`config.mk`:
```
export PLATFORM = sky130hd
export DESIGN_NAME = ascon_fsm
export DESIGN_NICKNAME = d
export VERILOG_FILES = /design/src/rtl/ascon_pack.sv /design/src/rtl/round_counter.sv /design/src/rtl/ascon_fsm.sv
export SDC_FILE = /design/constraint.sdc
export NUM_CORES = 1
export LEC_CHECK = 0
export ABC_AREA = 1
export BUFFER_PORTS_ARGS = -buffer_cell sky130_fd_sc_hd__clkbuf_2
export CAP_MARGIN = 20
export CORE_MARGIN = 3
export CORE_UTILIZATION = 40
export DETAILED_ROUTE_END_ITERATION = 7
export SLEW_MARGIN = 20
export SYNTH_ARGS = -nofsm -noshare
export SYNTH_HDL_FRONTEND = slang
export SYNTH_SLANG_ARGS = --single-unit
export TNS_END_PERCENT = 30
```
`constraint.sdc`:
```
create_clock -name clock_i -period 1.65 [get_ports clock_i]
set_input_delay 0.165 -clock clock_i [delete_from_list [all_inputs] [get_ports clock_i]]
set_output_delay 0.165 -clock clock_i [all_outputs]
set_load 0.02 [all_outputs]
```
`src/rtl/ascon_pack.sv`:
```
// Shared types and round constants for the ASCON AEAD encryption sequencer.
package ascon_pack;

    typedef enum logic [2:0] {
        ST_IDLE    = 3'd0,
        ST_INIT    = 3'd1,
        ST_WAIT_AD = 3'd2,
        ST_AD      = 3'd3,
        ST_WAIT_PT = 3'd4,
        ST_PT      = 3'd5,
        ST_FINAL   = 3'd6,
        ST_DONE    = 3'd7
    } type_fsm_state;

    localparam logic [3:0] ROUND_FIRST_P12 = 4'd0;
    localparam logic [3:0] ROUND_FIRST_P6  = 4'd6;
    localparam logic [3:0] ROUND_LAST      = 4'd11;

    // A block count of zero is processed as a single block.
    function automatic logic [3:0] clamp_blocks(input logic [3:0] n);
        return (n == 4'd0) ? 4'd1 : n;
    endfunction

endpackage

```
`src/rtl/round_counter.sv`:
```
// Permutation round index: synchronous load of the p12 or p6 start round, then counts up.
module round_counter
    import ascon_pack::*;
(
    input  logic       clock_i,
    input  logic       reset_i,
    input  logic       en_i,
    input  logic       load_i,
    input  logic       load_p6_i,
    output logic [3:0] count_o
);

    logic [3:0] count_q;

    // Load has priority over counting.
    always_ff @(posedge clock_i or posedge reset_i) begin
        if (reset_i) begin
            count_q <= ROUND_FIRST_P12;
        end else if (load_i) begin
            count_q <= load_p6_i ? ROUND_FIRST_P6 : ROUND_FIRST_P12;
        end else if (en_i) begin
            count_q <= count_q + 4'd1;
        end else begin
            count_q <= count_q;
        end
    end

    assign count_o = count_q;

endmodule

```
`src/rtl/ascon_fsm.sv`:
```
// ASCON AEAD encryption control FSM with registered datapath enables.
// Optional macro ASCON_FSM_ABORT_EN adds abort_i, which returns the FSM to IDLE without a done pulse.
module ascon_fsm
    import ascon_pack::*;
(
    input  logic       clock_i,
    input  logic       reset_i,
    input  logic       start_i,
`ifdef ASCON_FSM_ABORT_EN
    input  logic       abort_i,
`endif
    input  logic [3:0] nb_blocks_i,
    input  logic       data_valid_i,
    output logic       data_ready_o,
    output logic [3:0] counter_o,
    output logic       data_sel_o,
    output logic       en_reg_state_o,
    output logic       en_xor_data_o,
    output logic       en_xor_key_o,
    output logic       en_xor_key_end_o,
    output logic       en_xor_lsb_o,
    output logic       en_cipher_o,
    output logic       en_tag_o,
    output logic       busy_o,
    output logic       done_o
);

    type_fsm_state state_q;
    logic [3:0]    rem_q;
    logic [3:0]    cnt_s;
    logic          cnt_load_s, cnt_p6_s, cnt_en_s;
    logic          abort_s, last_s, first_s, mid_s;
    logic [3:0]    counter_q;
    logic          data_sel_q, en_reg_state_q, en_xor_data_q, en_xor_key_q;
    logic          en_xor_key_end_q, en_xor_lsb_q, en_cipher_q, en_tag_q, busy_q, done_q;

`ifdef ASCON_FSM_ABORT_EN
    assign abort_s = abort_i && (state_q != ST_IDLE);
`else
    assign abort_s = 1'b0;
`endif

    assign last_s  = (cnt_s == ROUND_LAST);
    assign first_s = (cnt_s == ROUND_FIRST_P12);
    assign mid_s   = (cnt_s == ROUND_FIRST_P6);

    round_counter u_round_counter (
        .clock_i   (clock_i),
        .reset_i   (reset_i),
        .en_i      (cnt_en_s),
        .load_i    (cnt_load_s),
        .load_p6_i (cnt_p6_s),
        .count_o   (cnt_s)
    );

    // The counter is loaded on the edge that enters a permutation state and frozen in WAIT states.
    always_comb begin
        cnt_load_s = 1'b0;
        cnt_p6_s   = 1'b0;
        cnt_en_s   = 1'b0;
        if (abort_s) begin
            cnt_load_s = 1'b1;
        end else begin
            case (state_q)
                ST_IDLE:                         cnt_load_s = start_i;
                ST_INIT, ST_AD, ST_PT, ST_FINAL: cnt_en_s   = !last_s;
                ST_WAIT_AD: begin
                    cnt_load_s = data_valid_i;
                    cnt_p6_s   = 1'b1;
                end
                ST_WAIT_PT: begin
                    cnt_load_s = data_valid_i;
                    cnt_p6_s   = (rem_q > 4'd1);
                end
                default:                         cnt_en_s   = 1'b0;
            endcase
        end
    end

    // Outputs are decoded from the current state, so they trail the state register by one edge.
    always_ff @(posedge clock_i or posedge reset_i) begin
        if (reset_i) begin
            state_q          <= ST_IDLE;
            rem_q            <= 4'd0;
            counter_q        <= 4'd0;
            data_sel_q       <= 1'b0;
            en_reg_state_q   <= 1'b0;
            en_xor_data_q    <= 1'b0;
            en_xor_key_q     <= 1'b0;
            en_xor_key_end_q <= 1'b0;
            en_xor_lsb_q     <= 1'b0;
            en_cipher_q      <= 1'b0;
            en_tag_q         <= 1'b0;
            busy_q           <= 1'b0;
            done_q           <= 1'b0;
        end else if (abort_s) begin
            state_q          <= ST_IDLE;
            rem_q            <= 4'd0;
            counter_q        <= 4'd0;
            data_sel_q       <= 1'b0;
            en_reg_state_q   <= 1'b0;
            en_xor_data_q    <= 1'b0;
            en_xor_key_q     <= 1'b0;
            en_xor_key_end_q <= 1'b0;
            en_xor_lsb_q     <= 1'b0;
            en_cipher_q      <= 1'b0;
            en_tag_q         <= 1'b0;
            busy_q           <= 1'b0;
            done_q           <= 1'b0;
        end else begin
            counter_q        <= cnt_s;
            data_sel_q       <= ((state_q == ST_INIT) && !first_s) || (state_q == ST_AD)
                                || (state_q == ST_PT) || (state_q == ST_FINAL);
            en_reg_state_q   <= (state_q == ST_INIT) || (state_q == ST_AD)
                                || (state_q == ST_PT) || (state_q == ST_FINAL);
            en_xor_data_q    <= (((state_q == ST_AD) || (state_q == ST_PT)) && mid_s)
                                || ((state_q == ST_FINAL) && first_s);
            en_xor_key_q     <= (state_q == ST_FINAL) && first_s;
            en_xor_key_end_q <= ((state_q == ST_INIT) || (state_q == ST_FINAL)) && last_s;
            en_xor_lsb_q     <= (state_q == ST_AD) && last_s;
            en_cipher_q      <= ((state_q == ST_PT) && mid_s) || ((state_q == ST_FINAL) && first_s);
            en_tag_q         <= (state_q == ST_FINAL) && last_s;
            busy_q           <= (state_q != ST_IDLE);
            done_q           <= (state_q == ST_DONE);
            case (state_q)
                ST_IDLE: begin
                    if (start_i) begin
                        state_q <= ST_INIT;
                        rem_q   <= clamp_blocks(nb_blocks_i);
                    end else begin
                        state_q <= ST_IDLE;
                    end
                end
                ST_INIT:    state_q <= last_s ? ST_WAIT_AD : ST_INIT;
                ST_WAIT_AD: state_q <= data_valid_i ? ST_AD : ST_WAIT_AD;
                ST_AD:      state_q <= last_s ? ST_WAIT_PT : ST_AD;
                ST_WAIT_PT: begin
                    if (data_valid_i) begin
                        state_q <= (rem_q > 4'd1) ? ST_PT : ST_FINAL;
                    end else begin
                        state_q <= ST_WAIT_PT;
                    end
                end
                ST_PT: begin
                    if (last_s) begin
                        state_q <= ST_WAIT_PT;
                        rem_q   <= rem_q - 4'd1;
                    end else begin
                        state_q <= ST_PT;
                    end
                end
                ST_FINAL:   state_q <= last_s ? ST_DONE : ST_FINAL;
                ST_DONE:    state_q <= ST_IDLE;
                default:    state_q <= ST_IDLE;
            endcase
        end
    end

    assign data_ready_o     = (state_q == ST_WAIT_AD) || (state_q == ST_WAIT_PT);
    assign counter_o        = counter_q;
    assign data_sel_o       = data_sel_q;
    assign en_reg_state_o   = en_reg_state_q;
    assign en_xor_data_o    = en_xor_data_q;
    assign en_xor_key_o     = en_xor_key_q;
    assign en_xor_key_end_o = en_xor_key_end_q;
    assign en_xor_lsb_o     = en_xor_lsb_q;
    assign en_cipher_o      = en_cipher_q;
    assign en_tag_o         = en_tag_q;
    assign busy_o           = busy_q;
    assign done_o           = done_q;

endmodule
```
; ---- Word-level counts from Yosys, hierarchy flattened
; Index checks and enable logic that the tools add are counted.
[totals]
regBits = 25
output_inout_bits = 15
[classes]
add_sub_neg = 2
order_cmp = 1
eq_ne = 11
muxes = 19
reduce_logical = 29
[op_table]
columns = op, n
row1 = 3-bit case mux with 8 select lines, 1
row2 = 4-bit 2-to-1 mux, 5
row3 = 3-bit equality test (second input constant), 4
row4 = 1-bit logical OR, 11
row5 = 4-bit logical NOT, 2
row6 = 4-bit case mux with 2 select lines, 1
row7 = 1-bit logical AND, 7
row8 = 3-bit by 2-bit equality test with 1-bit output (second input constant), 2
row9 = 2-bit 2-to-1 mux, 3
row10 = 3-bit 2-to-1 mux, 2
row11 = 1-bit 2-to-1 mux, 5
row12 = 4-bit by 1-bit adder with 4-bit output (second input constant), 1
row13 = 4-bit by 3-bit equality test with 1-bit output (second input constant), 1
row14 = 4-bit equality test (second input constant), 1
row15 = 4-bit by 1-bit greater-than comparator with 1-bit output (second input constant), 1
row16 = 2-bit != test (second input constant), 2
row17 = 1-bit case mux with 2 select lines, 2
row18 = 2-bit nonzero test, 2
row19 = 4-bit OR reduction, 1
row20 = 4-bit by 1-bit subtractor with 4-bit output (second input constant), 1
row21 = 3-bit by 1-bit equality test with 1-bit output (second input constant), 1
row22 = 3-bit logical NOT, 1
row23 = 3-bit AND reduction, 1
row24 = 3-bit nonzero test, 1
row25 = 2 further kinds, 3

; ---- Logic depth before layout (Yosys ltp)
[depth]
word_depth = 6
ltp_mapped = 10
ltp_nobuf = 9

; ---- By module
; Synthesis repeated with hierarchy kept, for this count alone.
[unflattened]
cells_unflattened = 152
hier_area_um2 = 1251.2
[by_module_without_submodules]
columns = module, instances, cells_each, area_per_inst_um2, seq_area_each_um2
row1 = ascon_fsm, 1, 125, 1014.7, 525.5
row2 = round_counter, 1, 27, 236.5, 100.1

; ---- Worst setup path before layout
; Ideal clock, no wire load.
[synth_path]
kind = reg2reg
startpoint = register u_round_counter.count_q[0], in the netlist u_round_counter.count_o[0]
endpoint = register u_round_counter.count_q[2], in the netlist u_round_counter.count_o[2]
setup_ps = 117
arrival_time_ps = 1146
required_time_ps = 1533
path_slack_ps = 388
path_stages_with_launch = 8
n_path_buf = 0
path_cell_list = dfrtp_1 ha_1 nand3_1 inv_2 nor2_2 nor2_4 nand2_1 nand2_1
[synth_between]
elab_chain_len = 4
word_cells_on_any_way = 7
cone_classes = 1 x add/sub / 1 x eq/ne / 3 x mux / 2 x reduce/logical
[synth_rtl]
columns = element, line
row1 = from (decl), round_counter.sv:13  ; logic [3:0] count_q;
row2 = from (signal assigned), round_counter.sv:20  ; count_q <= load_p6_i ? ROUND_FIRST_P6 : ROUND_FIRST_P12;
row3 = from (signal assigned), round_counter.sv:22  ; count_q <= count_q + 4'd1;
row4 = from (signal assigned), round_counter.sv:24  ; count_q <= count_q;
row5 = "parallel branches: the longest is 4 deep, another holds 4-bit by 1-bit adder with 4-bit output", -
; Several ways; the timed one is not identified. The select of a mux whose other input is x is not followed.
; A chain may end at the register's enable or synchronous reset.

; ---- Final worst setup path
[layout_path]
startpoint = register state_q[1]
endpoint = output port data_ready_o
[layout_between]
elab_chain_len = 2
word_cells_on_any_way = 3
cone_classes = 2 x eq/ne / 1 x reduce/logical
[layout_rtl]
columns = element, line
row1 = from (decl), ascon_fsm.sv:28  ; type_fsm_state state_q;
row2 = from (signal assigned), ascon_fsm.sv:134  ; ST_INIT: state_q <= last_s ? ST_WAIT_AD : ST_INIT;
row3 = from (signal assigned), ascon_fsm.sv:135  ; ST_WAIT_AD: state_q <= data_valid_i ? ST_AD : ST_WAIT_AD;
row4 = from (signal assigned), ascon_fsm.sv:136  ; ST_AD: state_q <= last_s ? ST_WAIT_PT : ST_AD;
row5 = 3-bit by 2-bit equality test with 1-bit output or 3-bit equality test (tied branches), ascon_fsm.sv:159  ; assign data_ready_o = (state_q == ST_WAIT_AD) || (state_q == ST_WAIT_PT);
row6 = 1-bit logical OR (*), ascon_fsm.sv:159
row7 = to (decl), ascon_fsm.sv:14  ; output logic data_ready_o,
; Mark *: on every way between the ends. The rest lies on a longest branch, timed or not.

==> impl_metrics.toml <==
[global_routing]
grt_max_degree = 26
first_global_vias = 946
overflow = 0
antenna_found_initial = 0
track_usage_pct = 13.7
grt_pass1_wl_um = 4330

[yosys]
synth_top_area_share_pct = 49.1
netlist_area_mm2 = 0.00127
synth_edf_count = 0
syn_avg_cell_area_um2 = 8.66
synthFlopType = "dfrtp_1"
synth.most_common_cell = "nand2_1"
synth_area_leaders = "dfrtp_1 (49%), nand2_1 (11%), ha_1 (4.9%), nand3_1 (4.7%), inv_1 (3.8%)"
postSynthNetCount = 160
synth_seq_cells = 25
ys_warn_count = 0
synth.largest_area_cell = "dfrtp_1"
synth_cells = 147
synthTopCellsByCount = "nand2_1 (37), dfrtp_1 (25), inv_1 (13), nand3_1 (12)"
yosysSeqAreaShare_pct = 49.1
async_reset_ff_share_pct = 100
ys_types = 23

[power]
report.power.total_uw = 2370
power_density_mw_per_mm2 = 1590
vdd_drop_max_v = 0.000579
p_leak_uw = 0.000799

[timing]
worstMarginPinSlew_ns = 0.311
fmax_mhz = 641
hold_viol = 0
slew_headroom_pct = 79.3
drv_slew = 0
finalSetupViolCount = 0
rsz0062_at_grt = "no"
fin_crit_sh_pct = 94.5
period_needed_ns = 1.56
skew_ns = 0.00108
setup_tns_ns = 0

[drt]
drtPass1Iterations = 4
ant_nets = 0
wire_per_inst_um = 11.4
vias = 1032
remaining_drc_errors = 0
wirelength_um = 2470
viasPerCell = 4.78
drtIter0Drc = 12

[cts]
clkSlewWorstSetupHoldPaths_ns = 0.14
insertion_delay_ns = 0.32
cts_tree = "done"
cts_made_buffers = 3
htree_levels = 1
postCtsSetupBuffers = 0
cts_sinks = 25
cts-root-buf = "clkbuf_4"
cts_max_path_buffers = 2

[critical_path]
crit_arrival_ns = 1.39
startpoint_type = "flop"
cp_max_fo = 7
critPathKind = "flop to output port"
cp-end-kind = "output port"
crit_required_ns = 1.48

[status]
status = "finished, final reports clean"

[floorplanning]
fp-row-count = 19
start_util_pct = 43.9
die_w_um = 62.4
core_mm2 = 0.00290
dieArea_mm2 = 0.00390
io-pin-count = 23
die_h_um = 62.4

[layout]
postLayoutCoreUtil_pct = 51.2
diodes = 0
fill_cells = 293
area_growth_pct = 16.6
nNetsFinal = 188
drive_above_1_share_pct = 32.2

[job]
cap_violations = 0

[place]
portBuffers = 22
gp_congestion = 0.930
dpl.hpwl_um = 1950

[hold_path]
hold_class = "input pin to flop"
-- kinds of logic (layout without fill, tap and decap cells) --
logic type | Yosys count | count (layout) | synth area share (%)
AND/OR/NAND/NOR | 75 | 75 | 29.4
flip-flops | 25 | 25 | 49.1
buffers and inverters | 24 | 51 | 7.37
AO/OA/AOI/OAI | 15 | 15 | 7.17
adder cells (fa/ha/maj) | 5 | 5 | 4.91
XOR/XNOR | 3 | 3 | 2.06
-- worst max-delay path, stage by stage (launching register included) --
cell and delay [ns]:
dfrtp_2 0.50, nor2_4 0.18, nand2_1 0.10, nand2_2 0.11, clkbuf_2 0.18
-- repair_timing --
item                                    4_1_cts  5_1_grt
pin swaps                                     0        0
gates resized for setup                       1        3
endpoints found under the hold margin        25        0
hold buffers                                  1        0
endpoints found under the setup margin        1        1
cloned                                        0        0
-- per-stage QoR --
| stage | instances | hold WS, ns | area [um^2] | setup WS [ns] |
|---|---|---|---|---|
| floorplan | 147 | 0.192 | 1270 | 0.388 |
| global placement | 211 | 0.208 | 1440 | 0.245 |
| CTS | 216 | 0.134 | 1480 | 0.0437 |
| finish | 216 | 0.142 | 1490 | 0.0903 |
| global route | 216 | 0.138 | 1490 | 0.0120 |
| detailed placement | 211 | 0.210 | 1440 | 0.218 |
-- layout make-up --
cell class	count	area [um^2]	area share, %
flip-flops and latches	25	629	42.4
repair buffers	24	128	8.59
clock buffers	3	22.5	1.52
multi-input cells	98	559	37.7
well taps	42	52.6	3.54
inverters	23	86.3	5.81
clock inverters	1	7.51	0.505
-- placed cells by master, fill, tap and decap left out, drive strengths merged --
cell,Yosys,layout
o21bai,1,1
nand3,16,16
nand4,3,3
buf,1,1
clkbuf,0,25
xor2,3,3
inv,23,23
nand2,41,41
o211ai,1,1
a21oi,5,5
clkinvlp,0,1
ha,5,5
o21ai,8,8
nor2,15,15
dlygate4sd3,0,1
dfrtp,25,25
-- path summary, 6_finish.rpt --
check,start,to,slack (ns),cells after the start
min in group asynchronous,reset_i,counter_o[2]$_DFF_PP0_,0.40,4
worst max-delay path,state_q[1]$_DFF_PP0_,data_ready_o,0.09,4
worst min-delay path,nb_blocks_i[1],rem_q[1]$_DFFE_PP0P_,0.14,3
worst max register to register,u_round_counter.count_o[1]$_DFFE_PP0P_,rem_q[2]$_DFFE_PP0P_,0.21,8
max in group asynchronous,reset_i,state_q[1]$_DFF_PP0_,1.00,4
worst min register to register,u_round_counter.count_o[0]$_DFFE_PP0P_,counter_o[0]$_DFF_PP0_,0.48,0
-- state kept, by name, summed over array words and instances, names as in the netlist, 3 cells and up --
name,cells
counter_o,4
rem_q,4
u_round_counter.count_o,4
state_q,3
-- per-layer routing --
metal	wire length, um	global-route usage, %	vias to the layer above
li1	-	-	514
met1	1080	17.2	482
met2	1240	23.7	31
met3	105	2.34	5
met4	33	4.96	0
met5	0	0	-
-- power by group --
part,internal (uW),leakage (uW),switching [uW]
clock,92.7,0.0000139,192
sequential,816,0.000305,185
combinational,381,0.000481,700
total,1290,0.000799,1080
Power figures use the tool's default switching activity.
